$ cat src/rtl/traffic_pkg.sv
// Shared definitions for the traffic light monitor and controller: lamp codes,
// phase/error encodings, monitor states and small decode helpers.
package traffic_pkg;

    localparam logic [2:0] LIGHT_RED    = 3'b100;
    localparam logic [2:0] LIGHT_GREEN  = 3'b001;
    localparam logic [2:0] LIGHT_YELLOW = 3'b010;

    typedef enum logic [1:0] {
        PHASE_RED    = 2'b00,
        PHASE_GREEN  = 2'b01,
        PHASE_YELLOW = 2'b10,
        PHASE_NONE   = 2'b11
    } phase_e;

    typedef enum logic [2:0] {
        ERR_NONE          = 3'd0,
        ERR_ILLEGAL_CODE  = 3'd1,
        ERR_ILLEGAL_TRANS = 3'd2,
        ERR_DWELL_SHORT   = 3'd3,
        ERR_DWELL_LONG    = 3'd4
    } err_code_e;

    typedef enum logic [2:0] {
        ST_SYNC,
        ST_IN_RED,
        ST_IN_GREEN,
        ST_IN_YELLOW,
        ST_FAULT
    } mon_state_e;

    function automatic logic isLegalLight(input logic [2:0] light);
        return (light == LIGHT_RED) || (light == LIGHT_GREEN) || (light == LIGHT_YELLOW);
    endfunction

    // Lamp code that keeps a tracking state where it is.
    function automatic logic [2:0] stateLight(input mon_state_e state);
        case (state)
            ST_IN_RED:    return LIGHT_RED;
            ST_IN_GREEN:  return LIGHT_GREEN;
            ST_IN_YELLOW: return LIGHT_YELLOW;
            default:      return 3'b000;
        endcase
    endfunction

    function automatic logic [2:0] successorLight(input mon_state_e state);
        case (state)
            ST_IN_RED:    return LIGHT_GREEN;
            ST_IN_GREEN:  return LIGHT_YELLOW;
            ST_IN_YELLOW: return LIGHT_RED;
            default:      return 3'b000;
        endcase
    endfunction

    function automatic mon_state_e successorState(input mon_state_e state);
        case (state)
            ST_IN_RED:    return ST_IN_GREEN;
            ST_IN_GREEN:  return ST_IN_YELLOW;
            ST_IN_YELLOW: return ST_IN_RED;
            default:      return state;
        endcase
    endfunction

    function automatic phase_e stateToPhase(input mon_state_e state);
        case (state)
            ST_IN_RED:    return PHASE_RED;
            ST_IN_GREEN:  return PHASE_GREEN;
            ST_IN_YELLOW: return PHASE_YELLOW;
            default:      return PHASE_NONE;
        endcase
    endfunction

endpackage

$ cat src/rtl/traffic_dwell_counter.sv
// Saturating dwell counter: clear has priority over load-to-one, which has
// priority over increment; otherwise the count holds.
module traffic_dwell_counter #(
    parameter int unsigned W = 8
) (
    input  logic         clk,
    input  logic         reset,
    input  logic         clear_i,
    input  logic         load1_i,
    input  logic         incr_i,
    output logic [W-1:0] count_o
);

    logic [W-1:0] count_q;
    logic [W-1:0] count_d;

    always_comb begin
        count_d = count_q;
        if (clear_i) begin
            count_d = '0;
        end else if (load1_i) begin
            count_d = W'(1);
        end else if (incr_i && (count_q != '1)) begin
            count_d = count_q + W'(1);
        end
    end

    always_ff @(posedge clk or posedge reset) begin
        if (reset) begin
            count_q <= '0;
        end else begin
            count_q <= count_d;
        end
    end

    assign count_o = count_q;

endmodule

$ cat src/rtl/traffic_light_monitor.sv
// Watches a sampled lamp code, tracks the red-green-yellow sequence, counts
// completed cycles and latches the first fault until clr_err.
module traffic_light_monitor
    import traffic_pkg::*;
#(
    parameter int unsigned MIN_DWELL = 1,
    parameter int unsigned MAX_DWELL = 16,
    parameter int unsigned CNT_W     = 8
) (
    input  logic             clk,
    input  logic             reset,
    input  logic [2:0]       light,
    input  logic             clr_err,
    output logic [1:0]       phase,
    output logic [CNT_W-1:0] dwell_cnt,
    output logic [CNT_W-1:0] cycle_count,
    output logic             err,
    output logic [2:0]       err_code
);

    mon_state_e       state_q, state_d;
    logic [CNT_W-1:0] cycleCount_q, cycleCount_d;
    logic             err_q, err_d;
    err_code_e        errCode_q, errCode_d;

    logic             dwellClear;
    logic             dwellLoad1;
    logic             dwellIncr;
    logic [CNT_W-1:0] dwellCnt;
    err_code_e        faultCode;
    logic [2:0]       curLight;
    logic [2:0]       nextLight;
    logic             dwellAtMax;
    logic             dwellTooShort;

    assign curLight  = stateLight(state_q);
    assign nextLight = successorLight(state_q);

    // Compared at 32 bits so a small CNT_W can never alias onto the limits.
    assign dwellAtMax    = 32'(dwellCnt) >= MAX_DWELL;
    assign dwellTooShort = 32'(dwellCnt) <  MIN_DWELL;

    traffic_dwell_counter #(
        .W(CNT_W)
    ) u_dwell (
        .clk     (clk),
        .reset   (reset),
        .clear_i (dwellClear),
        .load1_i (dwellLoad1),
        .incr_i  (dwellIncr),
        .count_o (dwellCnt)
    );

    // Fault causes are tested in priority order; a fault freezes the counters
    // by simply not asserting any counter command.
    always_comb begin
        state_d      = state_q;
        cycleCount_d = cycleCount_q;
        err_d        = err_q;
        errCode_d    = errCode_q;
        dwellClear   = 1'b0;
        dwellLoad1   = 1'b0;
        dwellIncr    = 1'b0;
        faultCode    = ERR_NONE;

        if (clr_err) begin
            state_d    = ST_SYNC;
            err_d      = 1'b0;
            errCode_d  = ERR_NONE;
            dwellClear = 1'b1;
        end else begin
            case (state_q)
                ST_SYNC: begin
                    if (!isLegalLight(light)) begin
                        faultCode = ERR_ILLEGAL_CODE;
                    end else if (light == LIGHT_RED) begin
                        state_d    = ST_IN_RED;
                        dwellLoad1 = 1'b1;
                    end
                end
                ST_IN_RED, ST_IN_GREEN, ST_IN_YELLOW: begin
                    if (!isLegalLight(light)) begin
                        faultCode = ERR_ILLEGAL_CODE;
                    end else if (light == curLight) begin
                        if (dwellAtMax) begin
                            faultCode = ERR_DWELL_LONG;
                        end else begin
                            dwellIncr = 1'b1;
                        end
                    end else if (light != nextLight) begin
                        faultCode = ERR_ILLEGAL_TRANS;
                    end else if (dwellTooShort) begin
                        faultCode = ERR_DWELL_SHORT;
                    end else begin
                        state_d    = successorState(state_q);
                        dwellLoad1 = 1'b1;
                        if ((state_q == ST_IN_YELLOW) && (cycleCount_q != '1)) begin
                            cycleCount_d = cycleCount_q + CNT_W'(1);
                        end
                    end
                end
                default: begin
                end
            endcase

            if (faultCode != ERR_NONE) begin
                state_d   = ST_FAULT;
                err_d     = 1'b1;
                errCode_d = faultCode;
            end
        end
    end

    always_ff @(posedge clk or posedge reset) begin
        if (reset) begin
            state_q      <= ST_SYNC;
            cycleCount_q <= '0;
            err_q        <= 1'b0;
            errCode_q    <= ERR_NONE;
        end else begin
            state_q      <= state_d;
            cycleCount_q <= cycleCount_d;
            err_q        <= err_d;
            errCode_q    <= errCode_d;
        end
    end

    assign phase       = stateToPhase(state_q);
    assign dwell_cnt   = dwellCnt;
    assign cycle_count = cycleCount_q;
    assign err         = err_q;
    assign err_code    = errCode_q;

endmodule

$ cat config.mk
export PLATFORM = sky130hd
export DESIGN_NAME = traffic_light_monitor
export DESIGN_NICKNAME = d
export VERILOG_FILES = /design/src/rtl/traffic_pkg.sv /design/src/rtl/traffic_dwell_counter.sv /design/src/rtl/traffic_light_monitor.sv
export SDC_FILE = /design/constraint.sdc
export NUM_CORES = 1
export LEC_CHECK = 0
export ABC_AREA = 1
export CAP_MARGIN = 10
export CORE_UTILIZATION = 48
export DETAILED_ROUTE_END_ITERATION = 10
export GPL_ROUTABILITY_DRIVEN = 0
export PLACE_DENSITY = 0.69
export SYNTH_ARGS = -nofsm -noshare
export SYNTH_HDL_FRONTEND = slang
export SYNTH_HIERARCHICAL = 1
export SYNTH_SLANG_ARGS = --single-unit
$ cat constraint.sdc
create_clock -name clk -period 3.7 [get_ports clk]
set_clock_uncertainty 0.1 [all_clocks]
set_input_delay 0.37 -clock clk [delete_from_list [all_inputs] [get_ports clk]]
set_output_delay 0.37 -clock clk [all_outputs]
set_load 0.02 [all_outputs]
==> results of run 1 <==
## power by group through the flow
stage	Clock, W	Sequential, W	Combinational (W)
detailed placement	0	0.000335	0.000353
global placement	0	0.000336	0.000353
finish	0.000116	0.000331	0.000356
CTS	0.000121	0.000331	0.000356
global route	0.000133	0.000337	0.000398
floorplan	0	0.000343	0.000237
## Yosys cell counts
cell      number  area [µm²]
inv_2          4        15.0
a21oi_2        1        8.76
nor2_2         5        31.3
o21bai_1       4        30.0
xor2_1         4        35.0
a31oi_4        1        21.3
nor3_1         6        30.0
nand3_1       18        90.1
nand3_4        2        35.0
o21ai_0        6        30.0
nor2_4         1        11.3
inv_1         30         113
nor3b_1        1        7.51
a21oi_1        6        30.0
buf_6          2        22.5
nand2_4        1        11.3
nand4_2        1        12.5
dfrtp_1       23         576
ha_1           2        25.0
o21ai_1        2        10.0
nand3_2        1        10.0
nand4_1        5        31.3
nand2_2        7        43.8
xnor2_1        3        26.3
nor2_1        23        86.3
nand2_1       77         289
## per-layer routing
| metal | global-route usage, % | wire (µm) | up-vias |
|---|---|---|---|
| li1 | - | - | 806 |
| met4 | 4.32 | 29 | 0 |
| met3 | 4.98 | 113 | 4 |
| met5 | 0 | 0 | - |
| met1 | 30.0 | 1730 | 692 |
| met2 | 34.7 | 1630 | 25 |
## through the flow
| stage | util (%) | hold WS [ns] | total power, W | std cells | setup WS (ns) |
|---|---|---|---|---|---|
| after floorplan | - | 0.0857 | 0.000581 | 236 | 1.83 |
| after global placement | 61.8 | 0.383 | 0.000689 | 305 | 1.23 |
| after detailed placement | 61.8 | 0.409 | 0.000689 | 305 | 1.22 |
| after CTS | 62.7 | 0.233 | 0.000807 | 309 | 1.34 |
| after global routing | 62.7 | 0.255 | 0.000868 | 309 | 1.23 |
| final | 62.7 | 0.224 | 0.000802 | 309 | 1.32 |
## worst paths after layout
check / end / slack [ns]
max in group asynchronous: state_q[0] / 2.78
setup reg to reg: u_dwell/count_o[1] / 1.47
setup / recovery: phase[1] / 1.32
hold reg to reg: err_code[0] / 0.43
hold / removal: u_dwell/count_o[1] / 0.22
min in group clk: err_code[0] / 0.43
## kinds of logic after synthesis
family                   Yosys count  synth area share (%)
adder cells (fa/ha/maj)            2                  1.53
AND/OR/NAND/NOR                  148                  42.3
buffers and inverters             36                  9.20
flip-flops                        23                  35.3
AO/OA/AOI/OAI                     20                  7.98
XOR/XNOR                           7                  3.76
## layout make-up
type,instances,area (µm²),area share [%]
multi-input combinational,177,906,46.2
sequential,23,576,29.4
tap,44,55.1,2.81
clock buffer,4,26.3,1.34
timing repair buffer,27,270,13.8
inverter,34,128,6.51
## flip-flops by register name, summed over array words and instances (netlist names)
| name | count |
|---|---|
| err | 1 |
| u_dwell/count_o | 8 |
| cycle_count | 8 |
| state_q | 3 |
| err_code | 3 |
## worst max-delay path, stage by stage, from the launching register on
cell	delay, ns
dfrtp_1	0.57
nor2_2	0.10
nand2_1	0.16
nand2_1	0.08
inv_1	0.09
clkdlybuf4s50_1	0.61
==> results.yml, run 1 <==
global_route:
  grt_usage_pct: 21.7
  antenna_found_initial: 0
  overflow: 0
  grt_max_degree: 16
  grt_pass1_wl_mm: 5.92
  grt_pass1_vias: 1321
synth:
  synth_seq_cells: 23
  ys_types: 26
  syn_inst: 236
  synth.net_count: 244
  yosys_warnings: 6
  yosysSeqAreaShare_pct: 35.3
  syn_area_per_cell_um2: 6.91
  syn_area_um2: 1630
clocking:
  cts_tree: "built"
  clock_path_buffers: 2
  clk_pin_slew_worst_paths_ns: 0.13
  root_buffer: "clkbuf_4"
  ctsResizeCount: 0
  htree_levels: 1
  cts_setup_buffers: 0
  insertion_delay_ns: 0.31
  cts_buffers: 3
  hold_buffers: 0
  clock_sinks: 23
critical_path:
  end_kind: "output pin"
  rr_worst_depth: 13
  cp_max_fo: 10
  required_ns: 3.23
  crit_type: "flip-flop to output pin"
  r2r-start: "state_q[1]"
  cp.arrival_ns: 1.91
  startpoint: "state_q[1]"
  startpoint_type: "flip-flop"
power_and_ir_drop:
  power_frac_seq_pct: 41.2
  ir_drop_uv: 350
  power.share.clock_pct: 14.5
  power.switching_w: 0.000339
  switching_share_pct: 42.3
  intPower_w: 0.000463
  combPwrFrac_pct: 44.3
  powerDensity_nw_per_um2: 409
  leakagePower_nw: 0.950
flow_run:
  cap_violations: 0
finish:
  fill_cells: 327
  design_area_um2: 1960
  layout_common_cells: "nand2_1, inv_1, clkdlybuf4s50_1, nor2_1, dfrtp_1"
  layout_commonest_cell: "nand2_1"
  fin_nets: 274
  antenna_cells: 0
  area_growth_pct: 20.2
  drive_above_1_share_pct: 10.2
place:
  dpl.hpwl_mm: 2.70
  dpl_cell_area_um2: 1930
  portBuffers: 27
route:
  drtPass1Iterations: 4
  vias_per_cell: 4.94
  vias: 1527
  antenna_left: 0
  drt-total-wl_mm: 3.51
  route.detailed.drc: 0
  drt_first_iter_violations: 135
  drt-wirelength-per-cell_um: 11.3
die:
  die-area_um2: 3640
  start_util_pct: 52.2
  coreArea_um2: 3130
  row_count: 20
  die_w_um: 60.3
  pin_count: 28
  fp.dieH_um: 60.3
timing:
  period_minus_slack_ns: 2.38
  finalCritPeriodShare_pct: 64.2
  slew_violations: 0
  setup_tns_ns: 0
  clock.fmax_mhz: 421
  setup_viol_count_final: 0
  rsz0062_at_grt: "false"
  tightestPinTransition_ns: 0.582
  hold_viol: 0
  slew_headroom_pct: 61.2
outcome:
  status: "completed"
worst_hold_path:
  hold_path.class: "primary input to asynchronous set/reset pin"
Power figures use the tool's default switching activity.
==> run 2, diff against run 1 <==
- clock period: 3.7 -> 2.2 ns (I/O delays scaled with it)
==> run 2 against run 1 <==
Compared with the run above:
- first-iteration DRC count down 21%
- critical path depth stayed put
- setup slack got worse by 1.2 ns
==> results.yml, run 2 (synthesis gave the netlist of run 1 again) <==
critical_path:
  startpoint_type: "flip-flop"
  path_delay_family: "buffers and inverters"
  required_ns: 1.88
  end_kind: "output pin"
  crit_chain: "buf_4 > nand3_2 > nand2_1 > inv_1 > clkdlybuf4s50_1"
  crit_buf_inv: 3
  slowest_delay_ns: 0.59
  crit_type: "flip-flop to output pin"
  cp_max_fo: 7
  crit_slowest_cell: "clkdlybuf4s50_1"
  cp.arrival_ns: 1.78
place:
  portBuffers: 27
  dpl.hpwl_mm: 2.68
route:
  antenna_left: 0
  route.detailed.drc: 0
  vias: 1551
  drtPass1Iterations: 4
  vias_per_cell: 4.83
  drt_first_iter_violations: 107
  drt-wirelength-per-cell_um: 10.7
  drt-total-wl_mm: 3.43
worst_hold_path:
  hold_path.class: "primary input to asynchronous set/reset pin"
outcome:
  status: "completed"
global_route:
  grt_pass1_vias: 1290
  grt_max_degree: 16
  grt_usage_pct: 21.0
  grt_pass1_wl_mm: 5.69
  antenna_found_initial: 0
  overflow: 0
power_and_ir_drop:
  power.switching_w: 0.000597
  ir_drop_uv: 492
  power.total_w: 0.00141
  switching_share_pct: 42.3
  intPower_w: 0.000815
  leakagePower_nw: 1.01
  power.share.clock_pct: 15.1
  combPwrFrac_pct: 46.1
  power_frac_seq_pct: 38.9
  powerDensity_nw_per_um2: 686
timing:
  clock.fmax_mhz: 477
  hold_viol: 0
  tightestPinTransition_ns: 0.572
  finalCritPeriodShare_pct: 95.3
  rsz0062_at_grt: "false"
  slew_violations: 0
  slew_headroom_pct: 61.8
  setup_viol_count_final: 0
  setup_tns_ns: 0
  period_minus_slack_ns: 2.10
die:
  die_w_um: 60.3
  die-area_um2: 3640
  row_count: 20
  pin_count: 28
  start_util_pct: 52.2
  coreArea_um2: 3130
  fp.dieH_um: 60.3
finish:
  layout_common_cells: "nand2_1, inv_1, clkdlybuf4s50_1, nor2_1, dfrtp_1"
  drive_above_1_share_pct: 15.2
  area_growth_pct: 26.2
  fin_nets: 286
  layout_commonest_cell: "nand2_1"
  antenna_cells: 0
clocking:
  clock_sinks: 23
  cts_tree: "built"
  clk_pin_slew_worst_paths_ns: 0.14
  ctsResizeCount: 1
  htree_levels: 1
  root_buffer: "clkbuf_4"
  clock_path_buffers: 2
  cts_buffers: 3
  insertion_delay_ns: 0.32
  cts_setup_buffers: 0
  hold_buffers: 0
flow_run:
  cap_violations: 0
-- run 2: layout make-up --
cell class              count  area, µm²
multi-input cells         177        911
well taps                  44       55.1
flip-flops and latches     23        577
inverters                  34        128
clock inverters             1       7.51
fillers                   279       1070
repair buffers             39        359
clock buffers               3       22.5
-- run 2: power groups by stage --
stage	sequential [W]	combinational [W]	clock [W]
after floorplan	0.000577	0.000399	0
after global placement	0.000552	0.000652	0
after detailed placement	0.000551	0.000647	0
after CTS	0.000544	0.000646	0.000221
after global routing	0.000558	0.000718	0.000236
final	0.000549	0.000650	0.000213
-- run 2: worst register-to-register path, cell delays in order (launching register included) --
cell and delay [ns]:
dfrtp_1 0.46, nor2_2 0.17, nand2_1 0.14, nand2_1 0.09
nand2_1 0.05, nand2_1 0.07, nor2_2 0.04, nand2_1 0.07
nand2_1 0.08, nand2_2 0.07, nor2_1 0.04, buf_4 0.14
nor2_4 0.18, o21ai_0 0.15, a21oi_2 0.11
-- run 2: path summary, 6_finish.rpt --
check	startpoint	endpoint	slack [ns]	cells after the start
max	state_q[1]	phase[1]	0.10	5
min	reset	u_dwell/count_o[0]	0.06	2
max reg2reg	state_q[1]	u_dwell/count_o[7]	0.18	14
min reg2reg	err	err	0.42	2
max in group asynchronous	reset	state_q[0]	1.43	2
min in group clk	err	err	0.42	2
-- run 2: metrics by stage --
stage | instance area [µm²] | utilization, % | std cells | hold slack [ns] | worst slack [ns]
finish | 2060 | 65.8 | 321 | 0.0616 | 0.104
global route | 2060 | 65.8 | 321 | 0.0953 | 0.000570
floorplan | 1630 | - | 236 | -0.0643 | 0.328
global placement | 2020 | 64.7 | 317 | 0.383 | 0.0269
detailed placement | 2020 | 64.7 | 317 | 0.395 | 0.0377
CTS | 2050 | 65.6 | 321 | 0.0615 | 0.0522
-- run 2: per-layer routing --
metal,global-route usage [%],routed length [µm]
met1,29.7,1710
met2,32.5,1550
met3,4.11,150
met4,5.98,21
met5,0,0
==> run 3, diff against run 2 <==
- ABC_CLOCK_PERIOD_IN_PS: default -> 2200
- CTS_CLUSTER_DIAMETER: default -> 40
==> results of run 3 <==
Same layout as run 2: the final DEF is identical, and so are final timing and power.
